**src/rtl/crack_scheduler.sv**
```systemverilog
// crack_scheduler: sequencer for a farm of NUM_WORKERS brute-force MD5 workers.
// The BCD password range [search_lo, search_hi] is cut into chunks of
// CHUNK_M1_BCD+1 candidates. Each idle worker slot receives the next chunk.
// The first reported match stops the whole farm.
// Optional feature: define CRACK_SCHED_CYCLE_COUNT_EN to build the busy-cycle
// counter on cycle_count. When it is undefined, cycle_count is tied to zero.
module crack_scheduler #(
    parameter int          NUM_WORKERS  = 4,
    parameter logic [31:0] CHUNK_M1_BCD = 32'h0009_9999
) (
    input  logic                     clk,
    input  logic                     rst,
    input  logic                     start,
    input  logic                     abort,
    input  logic [31:0]              search_lo,
    input  logic [31:0]              search_hi,
    input  logic [127:0]             hash_in,
    output logic                     busy,
    output logic                     done,
    output logic                     found,
    output logic [31:0]              answer,
    output logic [15:0]              chunks_issued,
    output logic [31:0]              cycle_count,
    output logic [NUM_WORKERS-1:0]   w_rst_n,
    output logic [32*NUM_WORKERS-1:0] w_lower,
    output logic [32*NUM_WORKERS-1:0] w_upper,
    output logic [127:0]             w_hash,
    input  logic [NUM_WORKERS-1:0]   w_done,
    input  logic [NUM_WORKERS-1:0]   w_found,
    input  logic [32*NUM_WORKERS-1:0] w_answer
);

    typedef enum logic [1:0] {
        S_IDLE,
        S_RUN,
        S_FOUND,
        S_EXHAUSTED
    } state_t;

    // Eight-digit BCD add with a carry out of digit 7 in bit 32.
    function automatic logic [32:0] bcd_add(input logic [31:0] a, input logic [31:0] b);
        logic [32:0] res;
        logic [4:0]  dsum;
        logic        carry;
        res   = '0;
        carry = 1'b0;
        for (int i = 0; i < 8; i++) begin
            dsum = {1'b0, a[4*i+:4]} + {1'b0, b[4*i+:4]} + {4'd0, carry};
            if (dsum > 5'd9) begin
                dsum  = dsum + 5'd6;
                carry = 1'b1;
            end else begin
                carry = 1'b0;
            end
            res[4*i+:4] = dsum[3:0];
        end
        res[32] = carry;
        return res;
    endfunction

    state_t                 state_q;
    state_t                 state_d;
    logic [31:0]            next_lo_q;
    logic [31:0]            hi_q;
    logic                   remaining_q;
    logic [NUM_WORKERS-1:0] active_q;
    logic [1:0]             guard_q [NUM_WORKERS];

    logic                   start_ok;
    logic                   match_any;
    logic [31:0]            match_answer;
    logic [NUM_WORKERS-1:0] fin_vec;
    logic [NUM_WORKERS-1:0] launch_vec;
    logic                   dispatch;
    logic                   slot_taken;
    logic [32:0]            chunk_raw;
    logic [31:0]            chunk_upper;
    logic [32:0]            next_raw;
    logic                   chunk_last;
    logic [NUM_WORKERS-1:0] w_rst_n_d;

    // A start pulse is honoured in every state except while a search runs.
    assign start_ok = start && (state_q != S_RUN);

    // Chunk bounds for the next launch. The upper bound is clamped to hi when
    // the chunk would overrun it or wrap past 99999999.
    assign chunk_raw   = bcd_add(next_lo_q, CHUNK_M1_BCD);
    assign chunk_upper = (chunk_raw[32] || (chunk_raw[31:0] > hi_q)) ? hi_q : chunk_raw[31:0];
    assign next_raw    = bcd_add(chunk_upper, 32'd1);
    assign chunk_last  = (chunk_upper == hi_q) || next_raw[32];

    // Per-slot status after the post-launch guard window. The lowest-index
    // match wins.
    always_comb begin
        // NOTE: every comb output gets a default first so no path can infer a latch.
        fin_vec      = '0;
        match_any    = 1'b0;
        match_answer = '0;
        for (int k = 0; k < NUM_WORKERS; k++) begin
            if (active_q[k] && (guard_q[k] == 2'd0)) begin
                fin_vec[k] = w_done[k] && !w_found[k];
            end
        end
        for (int k = NUM_WORKERS - 1; k >= 0; k--) begin
            if (active_q[k] && (guard_q[k] == 2'd0) && w_found[k]) begin
                match_any    = 1'b1;
                match_answer = w_answer[32*k+:32];
            end
        end
    end

    // Pick the lowest free slot for at most one launch per cycle. A match or
    // an abort in the same cycle suppresses the launch.
    always_comb begin
        launch_vec = '0;
        slot_taken = 1'b0;
        dispatch   = (state_q == S_RUN) && remaining_q && !abort && !match_any;
        for (int k = 0; k < NUM_WORKERS; k++) begin
            if (dispatch && !active_q[k] && !slot_taken) begin
                launch_vec[k] = 1'b1;
                slot_taken    = 1'b1;
            end
        end
    end

    // Worker resets are held low outside S_RUN and for the single launch
    // cycle of a slot. A slot that has run once stays released until it is
    // relaunched.
    always_comb begin
        w_rst_n_d = '0;
        if ((state_q == S_RUN) && (state_d == S_RUN)) begin
            for (int k = 0; k < NUM_WORKERS; k++) begin
                w_rst_n_d[k] = !launch_vec[k] && (active_q[k] || w_rst_n[k]);
            end
        end
    end

    // FSM state register.
    always_ff @(posedge clk) begin
        if (rst) begin
            state_q <= S_IDLE;
        end else begin
            state_q <= state_d;
        end
    end

    // FSM next-state logic. Abort beats a match, and a match beats exhaustion.
    always_comb begin
        state_d = state_q;
        case (state_q)
            S_IDLE, S_FOUND, S_EXHAUSTED: begin
                if (start) begin
                    state_d = (search_lo > search_hi) ? S_EXHAUSTED : S_RUN;
                end
            end
            S_RUN: begin
                if (abort) begin
                    state_d = S_EXHAUSTED;
                end else if (match_any) begin
                    state_d = S_FOUND;
                end else if (!remaining_q && (active_q == '0)) begin
                    state_d = S_EXHAUSTED;
                end
            end
            default: state_d = S_IDLE;
        endcase
    end

    // FSM outputs decoded from the current state.
    always_comb begin
        busy = (state_q == S_RUN);
        done = (state_q == S_FOUND) || (state_q == S_EXHAUSTED);
    end

    // Search datapath: range pointer, slot bookkeeping, bounds and result.
    always_ff @(posedge clk) begin
        if (rst) begin
            next_lo_q     <= '0;
            hi_q          <= '0;
            remaining_q   <= 1'b0;
            active_q      <= '0;
            w_hash        <= '0;
            w_lower       <= '0;
            w_upper       <= '0;
            w_rst_n       <= '0;
            found         <= 1'b0;
            answer        <= '0;
            chunks_issued <= '0;
            // NOTE: the guard array is small control state, so it is reset with everything else.
            for (int k = 0; k < NUM_WORKERS; k++) begin
                guard_q[k] <= 2'd0;
            end
        end else begin
            w_rst_n <= w_rst_n_d;
            if (start_ok) begin
                next_lo_q     <= search_lo;
                hi_q          <= search_hi;
                remaining_q   <= (search_lo <= search_hi);
                w_hash        <= hash_in;
                active_q      <= '0;
                found         <= 1'b0;
                answer        <= '0;
                chunks_issued <= '0;
                for (int k = 0; k < NUM_WORKERS; k++) begin
                    guard_q[k] <= 2'd0;
                end
            end else if (state_q == S_RUN) begin
                active_q <= (active_q & ~fin_vec) | launch_vec;
                if (!abort && match_any) begin
                    found  <= 1'b1;
                    answer <= match_answer;
                end
                for (int k = 0; k < NUM_WORKERS; k++) begin
                    if (launch_vec[k]) begin
                        w_lower[32*k+:32] <= next_lo_q;
                        w_upper[32*k+:32] <= chunk_upper;
                        guard_q[k]        <= 2'd3;
                    end else if (guard_q[k] != 2'd0) begin
                        guard_q[k] <= guard_q[k] - 2'd1;
                    end
                end
                if (launch_vec != '0) begin
                    next_lo_q   <= next_raw[31:0];
                    remaining_q <= !chunk_last;
                    if (chunks_issued != 16'hFFFF) begin
                        chunks_issued <= chunks_issued + 16'd1;
                    end
                end
            end
        end
    end

`ifdef CRACK_SCHED_CYCLE_COUNT_EN
    // Count the cycles spent in S_RUN since the last accepted start, saturating.
    always_ff @(posedge clk) begin
        if (rst) begin
            cycle_count <= '0;
        end else if (start_ok) begin
            cycle_count <= '0;
        end else if ((state_q == S_RUN) && (cycle_count != 32'hFFFF_FFFF)) begin
            cycle_count <= cycle_count + 32'd1;
        end
    end
`else
    assign cycle_count = '0;
`endif

endmodule

```
**config.mk**
```make
export PLATFORM = sky130hd
export DESIGN_NAME = crack_scheduler
export DESIGN_NICKNAME = d
export VERILOG_FILES = /design/src/rtl/crack_scheduler.sv
export SDC_FILE = /design/constraint.sdc
export NUM_CORES = 1
export LEC_CHECK = 0
export ABC_AREA = 1
export CAP_MARGIN = 20
export CORE_AREA = 2 2 317 319
export DETAILED_ROUTE_END_ITERATION = 6
export DIE_AREA = 0 0 319 321
export GPL_ROUTABILITY_DRIVEN = 1
export SYNTH_ARGS = -nofsm -noshare
export SYNTH_HDL_FRONTEND = slang
export SYNTH_SLANG_ARGS = --single-unit
```
**constraint.sdc**
```tcl
create_clock -name clk -period 20.4 [get_ports clk]
set_clock_uncertainty 0.15 [all_clocks]
set_input_delay 4.08 -clock clk [delete_from_list [all_inputs] [get_ports clk]]
set_output_delay 4.08 -clock clk [all_outputs]
set_load 0.005 [all_outputs]
```
**Word-level counts from Yosys, hierarchy flattened**

Memory sizes are Yosys's and may differ from the RTL's.
Cells that the tools add are included.

- Add/subtract/negate cells: 41
- $mul: 0
- Div/mod/pow operators: 0
- Order comparisons: 19
- Equality and inequality tests: 7
- Shift-type cells: 0
- Mux-type cells: 124
- Bitwise logic cells: 17
- Reduce and logical (&&, ||, !) cells: 78

Operators by type and width:

| operator | number |
|---|---|
| 32-bit two-way mux | 8 |
| 1-bit two-way mux | 82 |
| 5-bit by 4-bit > comparator with 1-bit output (second input constant) | 16 |
| 4-bit by 3-bit adder with 4-bit output (second input constant) | 16 |
| 32-bit > comparator | 2 |
| 4-bit two-way mux | 16 |
| 4-bit by 1-bit adder with 5-bit output | 10 |
| 2-bit two-way mux | 17 |
| 32-bit == test | 1 |
| 32-bit less-or-equal comparator | 1 |
| 1-bit logical AND | 30 |
| 4-bit by 4-bit adder with 5-bit output (second input constant) | 5 |
| 5-bit by 1-bit adder with 5-bit output | 4 |
| 1-bit zero test | 18 |
| 16-bit by 1-bit adder with 16-bit output (second input constant) | 1 |
| 16-bit inequality test (second input constant) | 1 |
| 3-bit AND reduction | 5 |
| 1-bit bitwise OR | 12 |
| 2-bit nonzero test | 6 |
| 2-bit zero test | 5 |
| 2-bit by 1-bit subtractor with 2-bit output (second input constant) | 4 |
| 1-bit logical OR | 7 |
| 4-bit by 1-bit adder with 5-bit output (second input constant) | 1 |
| 4-bit AND | 1 |
| 12 further kinds | 17 |

- Flip-flop bits (word level): 508
- Latch bits: 0
- Bits in writable memories: 8
- Memory bits (read-only): 0
- Bits of input ports: 332
- Logic and storage cells: 305
- Memories: 1

Memory list:

| name | words | bits a word | rd ports | clocked after memory_dff | write ports | line | text |
|---|---|---|---|---|---|---|---|
| guard_q | 4 | 2 | 4 | 0 | 4 | 67 | `logic [1:0] guard_q [NUM_WORKERS];` |

**Longest topological paths before layout**

Gate-level depths: netlist of the first run.

- Depth after elaboration: 56
- Depth in mapped cells: 167
- Mapped depth without buffers: 164

**Worst setup path after synthesis of the first run**

Ideal clock, no wire load.

- Kind: register to register
- From: reg next_lo_q[0]
- To: reg next_lo_q[29]
- Arrival time: 19.145 ns
- Required time: 20.180 ns
- Setup slack: 1.034 ns
- Stages on the path, launching flop included: 166
- Buffers on the path: 3
- Clock period less this slack: 19.366 ns
- Cells stage by stage: dfxtp_1 > inv_1 > ha_1 > inv_1 > ha_1 > nand2_1 > nand3_1 > nand2_1 > inv_1 > ha_1 > inv_1 > ha_1 > xnor2_1 > nand2_1 > a21oi_2 > ha_1 > inv_1 > ha_1 > [... 130 more ...] > inv_1 > nand2_1 > nand2_2 > ha_1 > ha_1 > inv_1 > nand3_1 > and2_1 > ha_1 > nand2_1 > nand2_1 > inv_1 > nand2_1 > nand2_1 > nand2_1 > nand3_1 > nand2_1 > a21oi_1

- Cells in the longest elaborated chain, start to end: 54
- Elaborated cells between the ends (all ways): 71
- Those cells by class: 25 x add/sub; 17 x order compare; 28 x mux; 1 x reduce/logical

Ends and longest elaborated chain:

| what | line | text |
|---|---|---|
| start: declaration | 63 | `logic [31:0] next_lo_q;` |
| start signal: assignment | 196 | `next_lo_q <= search_lo;` |
| start signal: assignment | 223 | `next_lo_q <= next_raw[31:0];` |
| 4-bit by 4-bit adder with 5-bit output (*) | 48 | `dsum = {1'b0, a[4*i+:4]} + {1'b0, b[4*i+:4]} + {4'd0, carry};` |
| 5-bit by 4-bit > comparator with 1-bit output | 49 | `if (dsum > 5'd9) begin` |
| 1-bit two-way mux | 49 |  |
| 5-bit by 1-bit adder with 5-bit output | 48 |  |
| 5-bit by 4-bit > comparator with 1-bit output | 49 |  |
| 1-bit two-way mux | 49 |  |
| 5-bit by 1-bit adder with 5-bit output | 48 |  |
| 5-bit by 4-bit > comparator with 1-bit output | 49 |  |
| [... 19 more ...] | n/a |  |
| via chunk_upper[0] | 77 | `logic [31:0] chunk_upper;` |
| [... 19 more ...] | n/a |  |
| 5-bit by 4-bit > comparator with 1-bit output (*) | 49 |  |
| 1-bit two-way mux (*) | 49 |  |
| 4-bit by 1-bit adder with 5-bit output (*) | 48 |  |
| 4-bit by 3-bit adder with 4-bit output or 5-bit by 4-bit > comparator with 1-bit output (tied branches) | 50, 49 |  |
| 4-bit two-way mux (*) | 49 |  |
| 32-bit two-way mux (*) | 222 | `if (launch_vec != '0) begin` |
| 32-bit two-way mux (*) | 207 | `end else if (state_q == S_RUN) begin` |
| 32-bit two-way mux (*) | 195 | `if (start_ok) begin` |

Mark *: on every way through the listed nets, which the timed path passes. The rest lies on a longest branch. The select of a mux whose other input is x is not followed.
A chain may end at the register's enable or synchronous reset.

**Worst setup path in the final report of the first run**

- From: reg next_lo_q[0]
- To: reg next_lo_q[29]

- Cells in the longest elaborated chain, start to end: 54
- Elaborated cells between the ends (all ways): 71
- Those cells by class: 25 x add/sub; 17 x order compare; 28 x mux; 1 x reduce/logical

Ends and longest elaborated chain:

| what | line |
|---|---|
| 4-bit by 4-bit adder with 5-bit output (*) | 48 |
| 5-bit by 4-bit > comparator with 1-bit output | 49 |
| 1-bit two-way mux | 49 |
| 5-bit by 1-bit adder with 5-bit output | 48 |
| 5-bit by 4-bit > comparator with 1-bit output | 49 |
| 1-bit two-way mux | 49 |
| 5-bit by 1-bit adder with 5-bit output | 48 |
| 5-bit by 4-bit > comparator with 1-bit output | 49 |
| [... 38 more ...] | n/a |
| 5-bit by 4-bit > comparator with 1-bit output | 49 |
| 1-bit two-way mux | 49 |
| 4-bit by 1-bit adder with 5-bit output (*) | 48 |
| 4-bit by 3-bit adder with 4-bit output or 5-bit by 4-bit > comparator with 1-bit output (tied branches) | 50, 49 |
| 4-bit two-way mux (*) | 49 |
| 32-bit two-way mux (*) | 222 |
| 32-bit two-way mux (*) | 207 |
| 32-bit two-way mux (*) | 195 |

Every way passes the cells marked *; elsewhere a longest branch is shown, timed or not. The select of a mux whose other input is x is not followed.

==> results of run 1 <==
power by group through the flow:
| stage | logic, W | registers (W) | clock network (W) |
|---|---|---|---|
| after global placement | 0.00264 | 0.00118 | 0 |
| final | 0.00294 | 0.00116 | 0.00126 |
| after global routing | 0.00330 | 0.00116 | 0.00133 |
| after CTS | 0.00270 | 0.00116 | 0.00129 |
| after detailed placement | 0.00266 | 0.00118 | 0 |
| after floorplan | 0.00179 | 0.00113 | 0 |
kinds of logic (layout without fill, tap and decap cells):
logic type               after synthesis  in the layout  synth area share
adder cells (fa/ha/maj)              123            123            0.0634
multiplexers                           2              2          0.000928
flip-flops                           516            516             0.428
other                                  1             39          0.000155
buffers and inverters                617           1358             0.102
AND/OR/NAND/NOR                     1065           1065             0.186
XOR/XNOR                              26             26           0.00939
AO/OA/AOI/OAI                        829            829             0.210
cell usage after synthesis (all sizes together), types with 6 or more instances:
master  instances
dfxtp         510
ha            123
a22o          129
edfxtp          6
and2            7
o211ai         92
o22ai          31
o21ai         276
nor2          247
buf            67
a21oi         236
nand2         504
nor3           12
nand4          24
a31oi          11
nand3         263
xor2           18
clkbuf        150
inv           398
xnor2           8
o21bai         35
cell type report:
cell class | count | area [µm²]
fill | 10300 | 63300
multi-input combinational | 2077 | 11800
clock buffer | 87 | 1910
timing repair buffer | 841 | 8280
sequential | 516 | 10400
antenna | 7 | 17.5
inverter | 400 | 1510
clock inverter | 30 | 403
tap | 1298 | 1620
state kept, by name, indices dropped and copies added, names as in the netlist:
signal and count:
active_q 4, w_hash 128, found 1, next_lo_q 32
hi_q 32, state_q 2, answer 32, guard_q 8
w_upper 128, w_lower 128, chunks_issued 16, w_rst_n 4
remaining_q 1
worst max-delay path, delay by kind of cell (launching register included):
family,cells,cell delay [ns]
fa+ha+maj,39,7.35
simple gates,78,6.99
buf+inv,28,1.87
xor+xnor,7,1.20
compound gates,8,1.07
flops,1,0.34
through the flow:
step | instance area (µm²) | total power (W) | hold WS (ns)
6_report | 36000 | 0.00537 | 0.311
5_1_grt | 36000 | 0.00579 | 0.326
4_1_cts | 35600 | 0.00514 | 0.310
3_5_place_dp | 33200 | 0.00384 | 0.301
3_3_place_gp | 33100 | 0.00382 | 0.298
2_1_floorplan | 24400 | 0.00292 | 0.296
final timing paths:
kind / startpoint / to / slack, ns
worst max register to register: next_lo_q[0]$_SDFFE_PP0P_ / next_lo_q[29]$_SDFFE_PP0P_ / 1.31
worst min-delay path: w_lower[113]$_SDFFE_PP0P_ / w_lower[113]$_SDFFE_PP0P_ / 0.31
worst max-delay path: next_lo_q[0]$_SDFFE_PP0P_ / next_lo_q[29]$_SDFFE_PP0P_ / 1.31
worst min register to register: w_lower[113]$_SDFFE_PP0P_ / w_lower[113]$_SDFFE_PP0P_ / 0.31
layer usage:
layer  track usage  wire length, µm  vias to the layer above
met5             0              310                        -
met4         0.120             7080                       48
met3        0.0885            12300                      272
met2         0.416            62300                     1037
met1         0.275            50300                    11900
li1              -                -                    12100
timing repair:
action                                  CTS  global route
hold buffers                              0             0
resized for setup                        12            72
pin swaps                                 5            22
setup buffers                             4            20
endpoints found under the setup margin    4             8
==> results_dict.tcl, run 1 <==
set metrics [dict create \
    status "finished clean" \
    slew_viol_final 0 \
    maxSlewHeadroom 0.152 \
    grt_pass1_wl_um 181000 \
    synthCells 3179 \
    design.core.area_um2 99300 \
    routed_wl_um 132000 \
    drt_first_pass_iters 5 \
    seqPwrFrac 0.216 \
    drive_gt1_frac 0.0762 \
    cts_buffers 68 \
    dr_total_vias 25400 \
    wl_per_cell_um 25.2 \
    timing_worst_slew_pin_value_ns 1.26 \
    boundaryPins 803 \
    hpwl_um 102000 \
    area_growth_pct 48.3 \
    mostFrequentLayoutCell "clkdlybuf4s50_1" \
    cts-root-buf "clkbuf_16" \
    post-route-util 0.362 \
    port_buffers 770 \
    synth_cell_type_count 50 \
    initial_core_util 0.244 \
    worstPathRequired_ns 20.81 \
    ys.flop_type "dfxtp_1" \
    rr_worst_depth 160 \
    fp-row-count 116 \
    avgSynthCellArea_um2 7.63 \
    synth_top_area_frac 0.421 \
    cp_data_arrival_time_ns 19.49 \
    powerDensity_nw_per_um2 149 \
    drc_errors 0 \
    postRouteAntennaNets 0 \
    slowest_stage "dfxtp_2" \
    grt_usage 0.246 \
    fin_nets 4359 \
    grt_overflow_total 0 \
    stdcell_count 5256 \
    layout_common_cells "clkdlybuf4s50_1, dfxtp_1, nand2_1" \
    die_x_um 319 \
    fp.dieH_um 321 \
    grt_max_degree 120 \
    yosys_register_bits 516 \
    p_leak_nw 15.5 \
    first_global_vias 23800 \
    holdCritPathClass "register to register" \
    cp_max_fo 6 \
    final-setup-viol-count 0 \
    endpoint_kind "register" \
    setup.worst_path.start_class "register" \
    synth_top_cell_by_area "dfxtp_1" \
    ys_top_cells_by_area "dfxtp_1, nand2_1, ha_1" \
    worstHoldPathCells 2 \
    yosysWarnings 0 \
    place_congestion 0.978 \
    critPathMostFrequentCell "nand2_1" \
    critPathMaxStageDelay_ns 0.34 \
    cts_buffer_depth 3 \
    clkPwrFrac 0.235 \
    p_sw_w 0.00246 \
    antenna_found_initial 54 \
    path_class "register to register" \
    first_iter_violations 2033 \
    setup_slack_ns 1.31 \
    internal-power_w 0.00291 \
    synth-edff-count 6 \
    synth_area_um2 24300 \
    dpl.cell_count 5108 \
    die_area_um2 102000 \
    switching_share 0.458 \
    h-tree-depth 3 \
    timing.final.hold_violations 0 \
    place_ws_ns -0.540 \
    combPwrFrac 0.548 \
    clk_pin_slew_worst_paths_ns 0.06 \
    fin_crit_ns 19.09 \
    layout_worst_path_cycle_share 0.936 \
    final.setup.tns_ns 0 \
    maxCapViolations 0 \
    seq_area_frac_synth 0.428 \
    cts_tree "done" \
    max_freq_ghz 0.0524 \
    drt-vias-per-instance 4.83 \
    async_flop_share 0 \
    ir_drop_mv 0.101 \
    clkLatencyLatePin_ns 0.64 \
    clock_sinks 516 \
]
Power figures use the tool's default switching activity.
==> run 2, diff against run 1 <==
--- a/config.mk
+++ b/config.mk
@@ -7,9 +7,9 @@
 export LEC_CHECK = 0
 export ABC_AREA = 1
 export CAP_MARGIN = 20
-export CORE_AREA = 2 2 317 319
+export CORE_AREA = 2 2 316 318
 export DETAILED_ROUTE_END_ITERATION = 6
-export DIE_AREA = 0 0 319 321
+export DIE_AREA = 0 0 318 320
 export GPL_ROUTABILITY_DRIVEN = 1
 export SYNTH_ARGS = -nofsm -noshare
 export SYNTH_HDL_FRONTEND = slang
==> constraint.sdc (replaced) <==
create_clock -name clk -period 19.85 [get_ports clk]
set_clock_uncertainty 0.15 [all_clocks]
set_input_delay 3.97 -clock clk [delete_from_list [all_inputs] [get_ports clk]]
set_output_delay 3.97 -clock clk [all_outputs]
set_load 0.005 [all_outputs]
==> run 2 against run 1 <==
Effect of this change:
- hold slack better by 0.0010 ns
- via count is 0.35% higher
- sequential power hardly changed
- setup slack worse by 0.16 ns
- highest routed layer unchanged
- power is 3.8% higher
- combinational power is 7.8% higher
- routed wire length is 1.1% lower
==> results_dict.tcl, run 2 (synthesized netlist as in run 1, its figures left out) <==
set metrics [dict create \
    boundaryPins 803 \
    drt_first_pass_iters 7 \
    status "finished clean" \
    final-setup-viol-count 0 \
    critPathMostFrequentCell "nand2_1" \
    cts-root-buf "clkbuf_16" \
    postCtsHoldBufs 0 \
    dpl.cell_count 5113 \
    timing.final.hold_violations 0 \
    fin_nets 4367 \
    clock_sinks 516 \
    clk_pin_slew_worst_paths_ns 0.06 \
    combPwrFrac 0.569 \
    layout_common_cells "clkdlybuf4s50_1, dfxtp_1, nand2_1" \
    routed_wl_um 131000 \
    path_class "register to register" \
    holdCritPathClass "register to register" \
    finalPower_w 0.00557 \
    timing_worst_slew_pin_value_ns 1.36 \
    first_iter_violations 2037 \
    cts_tree "done" \
    worstPathRequired_ns 20.21 \
    drive_gt1_frac 0.0815 \
    grt_overflow_total 0 \
    place_ws_ns -0.424 \
    grt_max_degree 129 \
    dr_total_vias 25400 \
    setup.worst_path.start_class "register" \
    setup_slack_ns 1.16 \
    die_area_um2 102000 \
    switching_share 0.463 \
    antenna_found_initial 38 \
    die_x_um 318 \
    maxCapViolations 0 \
    cp_data_arrival_time_ns 19.05 \
    initial_core_util 0.248 \
    cts_buffers 61 \
    drt-vias-per-instance 4.84 \
    endpoint_kind "register" \
    grt_pass1_wl_um 180000 \
    largestRegisters "w_hash x128, w_lower x128, w_upper x128" \
    max_freq_ghz 0.0535 \
    place_congestion 0.971 \
    fillers 10100 \
    cts_buffer_depth 3 \
    multi_input_area_um2 11900 \
    cp_max_fo 6 \
    h-tree-depth 2 \
    ir_drop_mv 0.124 \
    powerDensity_nw_per_um2 155 \
    grt_usage 0.245 \
    first_global_vias 23800 \
    internal-power_w 0.00299 \
    fp-row-count 115 \
    clkLatencyLatePin_ns 0.69 \
    layout_worst_path_cycle_share 0.942 \
    slew_viol_final 0 \
    port_buffers 770 \
    area_growth_pct 48.1 \
    fin_crit_ns 18.69 \
    p_leak_nw 15.4 \
    postRouteAntennaNets 0 \
    p_sw_w 0.00258 \
    mostFrequentLayoutCell "clkdlybuf4s50_1" \
    stdcell_count 5263 \
    maxSlewHeadroom 0.0862 \
    slowest_stage "dfxtp_2" \
    design.core.area_um2 98000 \
    drc_errors 0 \
    seqCellArea_um2 10400 \
    hpwl_um 101000 \
    wl_per_cell_um 24.9 \
    fp.dieH_um 320 \
    seqPwrFrac 0.214 \
    clkPwrFrac 0.217 \
    critPathMaxStageDelay_ns 0.34 \
]
==> run 2: per-stage QoR <==
step | setup TNS (ns) | cell area (µm²) | hold slack (ns) | util
finish | 0 | 35900 | 0.312 | 0.367
global route | -0.904 | 35900 | 0.328 | 0.367
CTS | 0 | 35400 | 0.313 | 0.362
detailed placement | -1.64 | 33300 | 0.303 | 0.339
global placement | 0 | 33300 | 0.299 | 0.339
floorplan | 0 | 24400 | 0.296 | -
==> run 2: power groups by stage <==
stage / combinational (W) / clock [W] / sequential [W]
floorplan: 0.00184 / 0 / 0.00116
global placement: 0.00285 / 0 / 0.00121
detailed placement: 0.00285 / 0 / 0.00121
CTS: 0.00288 / 0.00123 / 0.00119
global route: 0.00353 / 0.00127 / 0.00120
finish: 0.00317 / 0.00121 / 0.00119
==> run 2: worst paths after layout <==
| kind | startpoint | endpoint | slack (ns) | cells past startpoint |
|---|---|---|---|---|
| worst max-delay path | next_lo_q[0]$_SDFFE_PP0P_ | next_lo_q[31]$_SDFFE_PP0P_ | 1.16 | 160 |
| worst min-delay path | w_lower[121]$_SDFFE_PP0P_ | w_lower[121]$_SDFFE_PP0P_ | 0.31 | 2 |
| worst max register to register | next_lo_q[0]$_SDFFE_PP0P_ | next_lo_q[31]$_SDFFE_PP0P_ | 1.16 | 160 |
| worst min register to register | w_lower[121]$_SDFFE_PP0P_ | w_lower[121]$_SDFFE_PP0P_ | 0.31 | 2 |
==> run 2: layout make-up <==
cell class,instances,area share
Clock buffer,75,0.0459
Tap cell,1287,0.0448
Multi-Input combinational cell,2077,0.332
Inverter,400,0.0419
Antenna cell,13,0.000905
Sequential cell,516,0.289
Clock inverter,39,0.0128
Timing Repair Buffer,856,0.232
==> run 2: worst max-delay path: cells and delay by family (launching register included) <==
kind	cells	cell delay (ns)
buf+inv	27	1.58
compound gates	8	1.04
flops	1	0.34
fa+ha+maj	39	7.12
xor+xnor	8	1.32
simple gates	78	6.89
==> run 2: what timing repair did <==
item                                    in CTS  in global routing
gates resized for setup                     13                 88
endpoints found under the setup margin       4                  8
buffers inserted                             4                 18
pin swaps                                    5                 28
==> run 2: layer usage <==
| layer | track usage | routed length [µm] | vias up |
|---|---|---|---|
| met5 | 0 | 189 | - |
| met4 | 0.115 | 6920 | 30 |
| met3 | 0.0833 | 11700 | 227 |
| met2 | 0.403 | 60400 | 1046 |
| met1 | 0.287 | 51700 | 12100 |
| li1 | - | - | 12100 |
